**config.mk**
```make
export PLATFORM = sky130hd
export DESIGN_NAME = frame_sequencer
export DESIGN_NICKNAME = d
export VERILOG_FILES = /design/src/rtl/frame_sequencer.sv
export SDC_FILE = /design/constraint.sdc
export NUM_CORES = 1
export LEC_CHECK = 0
export CORE_ASPECT_RATIO = 0.6
export CORE_MARGIN = 2
export CORE_UTILIZATION = 30
export CTS_CLUSTER_SIZE = 14
export DETAILED_ROUTE_END_ITERATION = 10
export HOLD_SLACK_MARGIN = 0.03
export PLACE_DENSITY = 0.5
export SYNTH_ARGS = -nofsm -noshare
export SYNTH_HDL_FRONTEND = slang
export SYNTH_SLANG_ARGS = --single-unit
```
**constraint.sdc**
```tcl
create_clock -name clk -period 4.5 [get_ports clk]
set_input_delay 0.9 -clock clk [delete_from_list [all_inputs] [get_ports clk]]
set_output_delay 0.9 -clock clk [all_outputs]
set_load 0.1 [all_outputs]
```
**src/rtl/frame_sequencer.sv**
```systemverilog
// frame_sequencer
//   Steps an animation through NUM_FRAMES frames at a CPU-programmable rate,
//   optionally gating each step on a revolution-boundary pulse, and publishes
//   the current frame number together with its texture ROM base address.
//
// Ports
//   clk           sole clock, rising edge
//   reset         synchronous, active-high
//   cfg_we        one-cycle MMIO write strobe
//   cfg_sel[1:0]  0 DIV, 1 CTRL, 2 JUMP, 3 reserved (write accepted, no effect)
//   cfg_data[31:0] write data
//   rev_sync      one-cycle pulse at the revolution boundary
//   frame_idx[7:0]           current frame number
//   frame_offset[ADDR_W-1:0] frame_idx*FRAME_SIZE
//   frame_tick    high for the cycle in which a new frame_idx/frame_offset is
//                 first presented (registered alongside them)
//   state[1:0]    0 IDLE, 1 COUNT, 2 WAIT_SYNC
//   done          sticky; set when a one-shot run stops on its end frame
//
// CTRL layout: {oneshot[3], sync_en[2], dir[1], run[0]}
module frame_sequencer #(
    parameter int NUM_FRAMES  = 30,
    parameter int FRAME_SIZE  = 3328,
    parameter int ADDR_W      = 17,
    parameter int DEFAULT_DIV = 6666667
) (
    input  logic              clk,
    input  logic              reset,
    input  logic              cfg_we,
    input  logic [1:0]        cfg_sel,
    input  logic [31:0]       cfg_data,
    input  logic              rev_sync,
    output logic [7:0]        frame_idx,
    output logic [ADDR_W-1:0] frame_offset,
    output logic              frame_tick,
    output logic [1:0]        state,
    output logic              done
);

    typedef enum logic [1:0] {
        IDLE      = 2'd0,
        COUNT     = 2'd1,
        WAIT_SYNC = 2'd2
    } state_t;

    localparam logic [1:0]        SEL_DIV   = 2'd0;
    localparam logic [1:0]        SEL_CTRL  = 2'd1;
    localparam logic [1:0]        SEL_JUMP  = 2'd2;

    localparam logic [7:0]        LAST_IDX  = 8'(NUM_FRAMES - 1);
    localparam logic [ADDR_W-1:0] STEP_OFF  = ADDR_W'(FRAME_SIZE);
    localparam logic [ADDR_W-1:0] LAST_OFF  = ADDR_W'((NUM_FRAMES - 1) * FRAME_SIZE);
    localparam logic [31:0]       NF32      = 32'(NUM_FRAMES);
    localparam logic [31:0]       FS32      = 32'(FRAME_SIZE);
    localparam logic [31:0]       DIV_RST   = 32'(DEFAULT_DIV);

    state_t              state_q, state_n;
    logic [31:0]         div_q, div_n;
    logic [3:0]          ctrl_q, ctrl_n;
    logic [31:0]         timer_q, timer_n;
    logic [7:0]          idx_n;
    logic [ADDR_W-1:0]   off_n;
    logic                tick_n;
    logic                done_n;

    logic                advance;
    logic                at_end;

    wire run     = ctrl_q[0];
    wire dir     = ctrl_q[1];
    wire sync_en = ctrl_q[2];
    wire oneshot = ctrl_q[3];

    always_ff @(posedge clk) begin
        if (reset) begin
            state_q      <= IDLE;
            div_q        <= DIV_RST;
            ctrl_q       <= '0;
            timer_q      <= '0;
            frame_idx    <= '0;
            frame_offset <= '0;
            frame_tick   <= 1'b0;
            done         <= 1'b0;
        end else begin
            state_q      <= state_n;
            div_q        <= div_n;
            ctrl_q       <= ctrl_n;
            timer_q      <= timer_n;
            frame_idx    <= idx_n;
            frame_offset <= off_n;
            frame_tick   <= tick_n;
            done         <= done_n;
        end
    end

    // A cfg write owns the cycle: any expiry or rev_sync that coincides with
    // it is discarded rather than queued.
    always_comb begin
        state_n = state_q;
        div_n   = div_q;
        ctrl_n  = ctrl_q;
        timer_n = timer_q;
        idx_n   = frame_idx;
        off_n   = frame_offset;
        tick_n  = 1'b0;
        done_n  = done;
        advance = 1'b0;
        at_end  = 1'b0;

        if (cfg_we) begin
            case (cfg_sel)
                SEL_DIV: begin
                    div_n   = (cfg_data == 32'd0) ? 32'd1 : cfg_data;
                    timer_n = '0;
                end
                SEL_CTRL: begin
                    ctrl_n = cfg_data[3:0];
                    done_n = 1'b0;
                    if (cfg_data[0] && !run) begin
                        state_n = COUNT;
                        timer_n = '0;
                    end else if (!cfg_data[0] && run) begin
                        state_n = IDLE;
                        timer_n = '0;
                    end
                end
                SEL_JUMP: begin
                    if (cfg_data < NF32) begin
                        idx_n   = cfg_data[7:0];
                        off_n   = ADDR_W'(cfg_data * FS32);
                        tick_n  = 1'b1;
                        timer_n = '0;
                    end
                end
                default: ;
            endcase
        end else begin
            case (state_q)
                IDLE: begin
                    timer_n = '0;
                end
                COUNT: begin
                    if (timer_q == div_q - 32'd1) begin
                        timer_n = '0;
                        if (sync_en) begin
                            state_n = WAIT_SYNC;
                        end else begin
                            advance = 1'b1;
                        end
                    end else begin
                        timer_n = timer_q + 32'd1;
                    end
                end
                WAIT_SYNC: begin
                    if (rev_sync) begin
                        advance = 1'b1;
                        state_n = COUNT;
                    end
                end
                default: begin
                    state_n = IDLE;
                    timer_n = '0;
                end
            endcase
        end

        // Offset tracks the index by add/subtract only; the wrap points are
        // loaded as constants so the two never drift apart.
        if (advance) begin
            at_end = dir ? (frame_idx == 8'd0) : (frame_idx == LAST_IDX);
            if (oneshot && at_end) begin
                ctrl_n[0] = 1'b0;
                done_n    = 1'b1;
                state_n   = IDLE;
                timer_n   = '0;
            end else begin
                tick_n = 1'b1;
                if (!dir) begin
                    if (at_end) begin
                        idx_n = '0;
                        off_n = '0;
                    end else begin
                        idx_n = frame_idx + 8'd1;
                        off_n = frame_offset + STEP_OFF;
                    end
                end else begin
                    if (at_end) begin
                        idx_n = LAST_IDX;
                        off_n = LAST_OFF;
                    end else begin
                        idx_n = frame_idx - 8'd1;
                        off_n = frame_offset - STEP_OFF;
                    end
                end
            end
        end
    end

    assign state = state_q;

endmodule

```
==> summary.txt <==
STA
  • Final worst slack: 374 ps
  • Final count of pins violating max slew: 0
  • Slew headroom: 0.313
  • Final hold violation count: 0
  • Setup violators final: 0
  • Part of the cycle the worst path needs: 0.917
  • Worst Skew: 9.91 ps
  • Worst Tran Pin Value: 1030 ps
  • Final critical path time including I/O delays and setup: 4130 ps
  • Maximum clock rate: 242 MHz
  • Setup repair after global routing missed its margin: no
  • Final TNS setup: 0 ps

Routing
  • Count of unresolved DRC violations after routing: 0
  • Via/cell ratio: 5.36
  • Total vias in the final route: 6750
  • Routed WL: 22.5 mm
  • DR iter-0 viols: 599
  • Wire length per cell after detailed routing: 17.9 microns
  • ANT nets after route: 0
  • Router iterations before antenna repair: 6

Place
  • Placed Area: 7860 sq um
  • Number of port buffers: 66
  • DP Worst Slack: 428 ps
  • Weighted congestion at the end of routability-driven global placement: 0.860
  • Placed wire-length estimate after detailed placement: 17.2 mm

Pwr
  • Power Density: 251 nW/um^2
  • Maximum ir drop on the vdd rail: 0.195 mV
  • Total leakage power: 2.87 nW

GRT
  • Initial antenna violation count: 0
  • Global routing usage summed across all routing layers: 0.194
  • Wire length of the first global-routing pass: 36.0 mm
  • Vias in the first global route: 6126
  • Gr ovfl total: 0
  • Largest net degree at the start of global routing: 48

Job
  • Number of max-cap violations: 0

Die
  • Die height: 121 microns
  • Core Rows: 42
  • Core Footprint: 22200 sq um
  • Starting utilization of the core area: 0.308
  • DIE AREA: 24100 sq um
  • Number of I/O pins: 67
  • Die boundary width: 199 microns

CTS
  • Number of buffers between clock root and the deepest sink: 2
  • Setup Buffers After CTS: 0
  • Clk sink count: 97
  • Level count of the clock H-tree: 3
  • Clock root buffer: sky130_fd_sc_hd__clkbuf_16
  • Clock latency reported for the late side of the worst-skew pair: 360 ps
  • Number of hold buffers added after cts: 0
  • Clk slew on worst S/H paths: 80 ps
  • Cells resized by post-CTS repair: 0
  • CTS Buf Count: 9
  • Clock tree from TritonCTS: done

Layout
  • Area of all placed cells without fillers: 8190 sq um
  • Layout Area Growth over Synthesis: 19.5%
  • Final cell utilization of the core: 0.368
  • Count of inserted antenna diode cells: 0
  • Number of nets at the end of the flow: 1016
  • Ratio of cells with drive above 1 in the final layout: 0.0652

Worst hold path
  • Classification of the worst-slack hold path: flip-flop to flip-flop

Critical path
  • Crit Path Category: flip-flop to flip-flop
  • Critical-path maximum fanout: 10
  • Startpoint types: flip-flop
  • Worst path slowest cell: sky130_fd_sc_hd__or4b_1
  • Most used cell, CP: sky130_fd_sc_hd__or4_1
  • Largest stage delay, worst path: 560 ps
  • Kind of cell adding the most delay to the critical path: simple AND/OR/NAND/NOR gates
  • Cell Chain, Critical Path: inv_1, ha_1, or4b_1, nand4b_4, or4_1, o21ai_0, o2111ai_1, a2111oi_4, buf_4, a41oi_4, or4_1, a31oi_1
  • Worst setup slack for register-to-register paths: 370 ps
  • Combined buffer and inverter count along the critical path: 2
  • Crit path capture type: flip-flop
  • Worst Path Arrival: 4410 ps
  • Critical Path RT: 4780 ps

Logic synthesis
  • Ys flop type: sky130_fd_sc_hd__dfxtp_1
  • Number of nets produced by synthesis: 975
  • Sequential area share after synthesis: 0.283
  • Number of flops mapped to enable cells by yosys: 0
  • Ys Warns: 0
  • Mapped Avg Cell Area: 7.57 sq um
  • Number of instances in the synthesized netlist: 905
  • Count of state elements after synthesis: 97
  • Fraction of registers with async set or reset after synthesis: 0
  • Count of different cell masters after synthesis: 72
  • Total standard cell area after synthesis: 6850 sq um

Status
  • Result of the run: complete, no violations
sequential cells by signal, summed over array words and instances, names as in the netlist:
signal,count
div_q,32
done,1
frame_offset,17
frame_tick,1
timer_q,32
state,2
frame_idx,8
ctrl_q,4
cell type report:
class                           count  area (sq um)
Clock buffer                       11           253
Inverter                           45           169
Multi-Input combinational cell    703          4510
Timing Repair Buffer               90           848
Fill cell                        2318         14000
Tap cell                          308           385
Sequential cell                    97          1940
Clock inverter                      5          77.6
per-stage QoR:
step,power (mW),instances,hold slack [ps]
2_1_floorplan,1.08,905,448
3_3_place_gp,1.19,1243,462
5_1_grt,2.14,1259,491
6_report,2.06,1259,479
4_1_cts,2.07,1259,479
3_5_place_dp,1.19,1243,468
final timing paths:
kind                                 from  cells after the start           end
worst min register to register  div_q[31]                      2     div_q[31]
worst max register to register   div_q[0]                     12  frame_idx[7]
worst min-delay path            div_q[31]                      2     div_q[31]
worst max-delay path             div_q[0]                     12  frame_idx[7]
power by group:
group	switching, mW	internal, mW	total (mW)
registers	0.0222	0.871	0.893
clock network	0.367	0.517	0.884
logic	0.161	0.119	0.280
total	0.550	1.51	2.06
worst reg2reg max path, stage by stage, from the launching register on:
cell	delay [ps]
sky130_fd_sc_hd__dfxtp_1	360
sky130_fd_sc_hd__inv_1	100
sky130_fd_sc_hd__ha_1	220
sky130_fd_sc_hd__or4b_1	560
sky130_fd_sc_hd__nand4b_4	310
sky130_fd_sc_hd__or4_1	540
sky130_fd_sc_hd__o21ai_0	240
sky130_fd_sc_hd__o2111ai_1	300
sky130_fd_sc_hd__a2111oi_4	260
sky130_fd_sc_hd__buf_4	220
sky130_fd_sc_hd__a41oi_4	230
sky130_fd_sc_hd__or4_1	530
sky130_fd_sc_hd__a31oi_1	170
layout by cell type (no fill, tap or decap), drive strengths merged, types with 6 or more instances in the layout:
cell,count
dfxtp,97
nor2,66
o21ai,30
nor3,20
and3,12
nand4,19
xnor2,35
a21oi,53
a22oi,7
xor2,26
nor3b,14
clkdlybuf4s50,65
a31oi,34
inv,45
o211ai,10
nand2,132
nand3,53
o31ai,11
buf,25
clkbuf,11
mux2i,13
or4,12
or3,10
nand3b,14
and2,6
nor4,20
ha,27
cells by family (layout without fill, tap and decap cells):
kind of cell,count (synthesis),after routing,synth area share
adder cells (fa/ha/maj),32,32,0.0639
flip-flops,97,97,0.283
XOR/XNOR,61,61,0.0780
AO/OA/AOI/OAI,197,197,0.197
multiplexers,16,16,0.0239
buffers and inverters,105,151,0.0603
AND/OR/NAND/NOR,397,397,0.294
layer usage:
metal	share of wire	vias to the layer above	GRT usage	wire (microns)
li1	-	3335	-	-
met1	0.57	3191	0.326	12800
met2	0.35	218	0.236	7950
met3	0.076	6	0.0492	1710
met4	0.0043	0	0.0289	97
met5	0	-	0	0
Yosys cell counts, types with 17 or more instances:
cell                         n  area share
sky130_fd_sc_hd__nand2_1   132       0.072
sky130_fd_sc_hd__dfxtp_1    97        0.28
sky130_fd_sc_hd__nor2_1     66       0.036
sky130_fd_sc_hd__a21oi_1    53       0.039
sky130_fd_sc_hd__nand3_1    53       0.039
sky130_fd_sc_hd__clkbuf_1   48       0.026
sky130_fd_sc_hd__inv_1      45       0.025
sky130_fd_sc_hd__xnor2_1    35       0.045
sky130_fd_sc_hd__a31oi_1    34       0.031
sky130_fd_sc_hd__o21ai_0    29       0.021
sky130_fd_sc_hd__ha_1       27       0.049
sky130_fd_sc_hd__xor2_1     26       0.033
sky130_fd_sc_hd__nand4_1    19       0.017
sky130_fd_sc_hd__nor3_1     19       0.014
sky130_fd_sc_hd__nor4_1     17       0.016
Power figures use the tool's default switching activity.
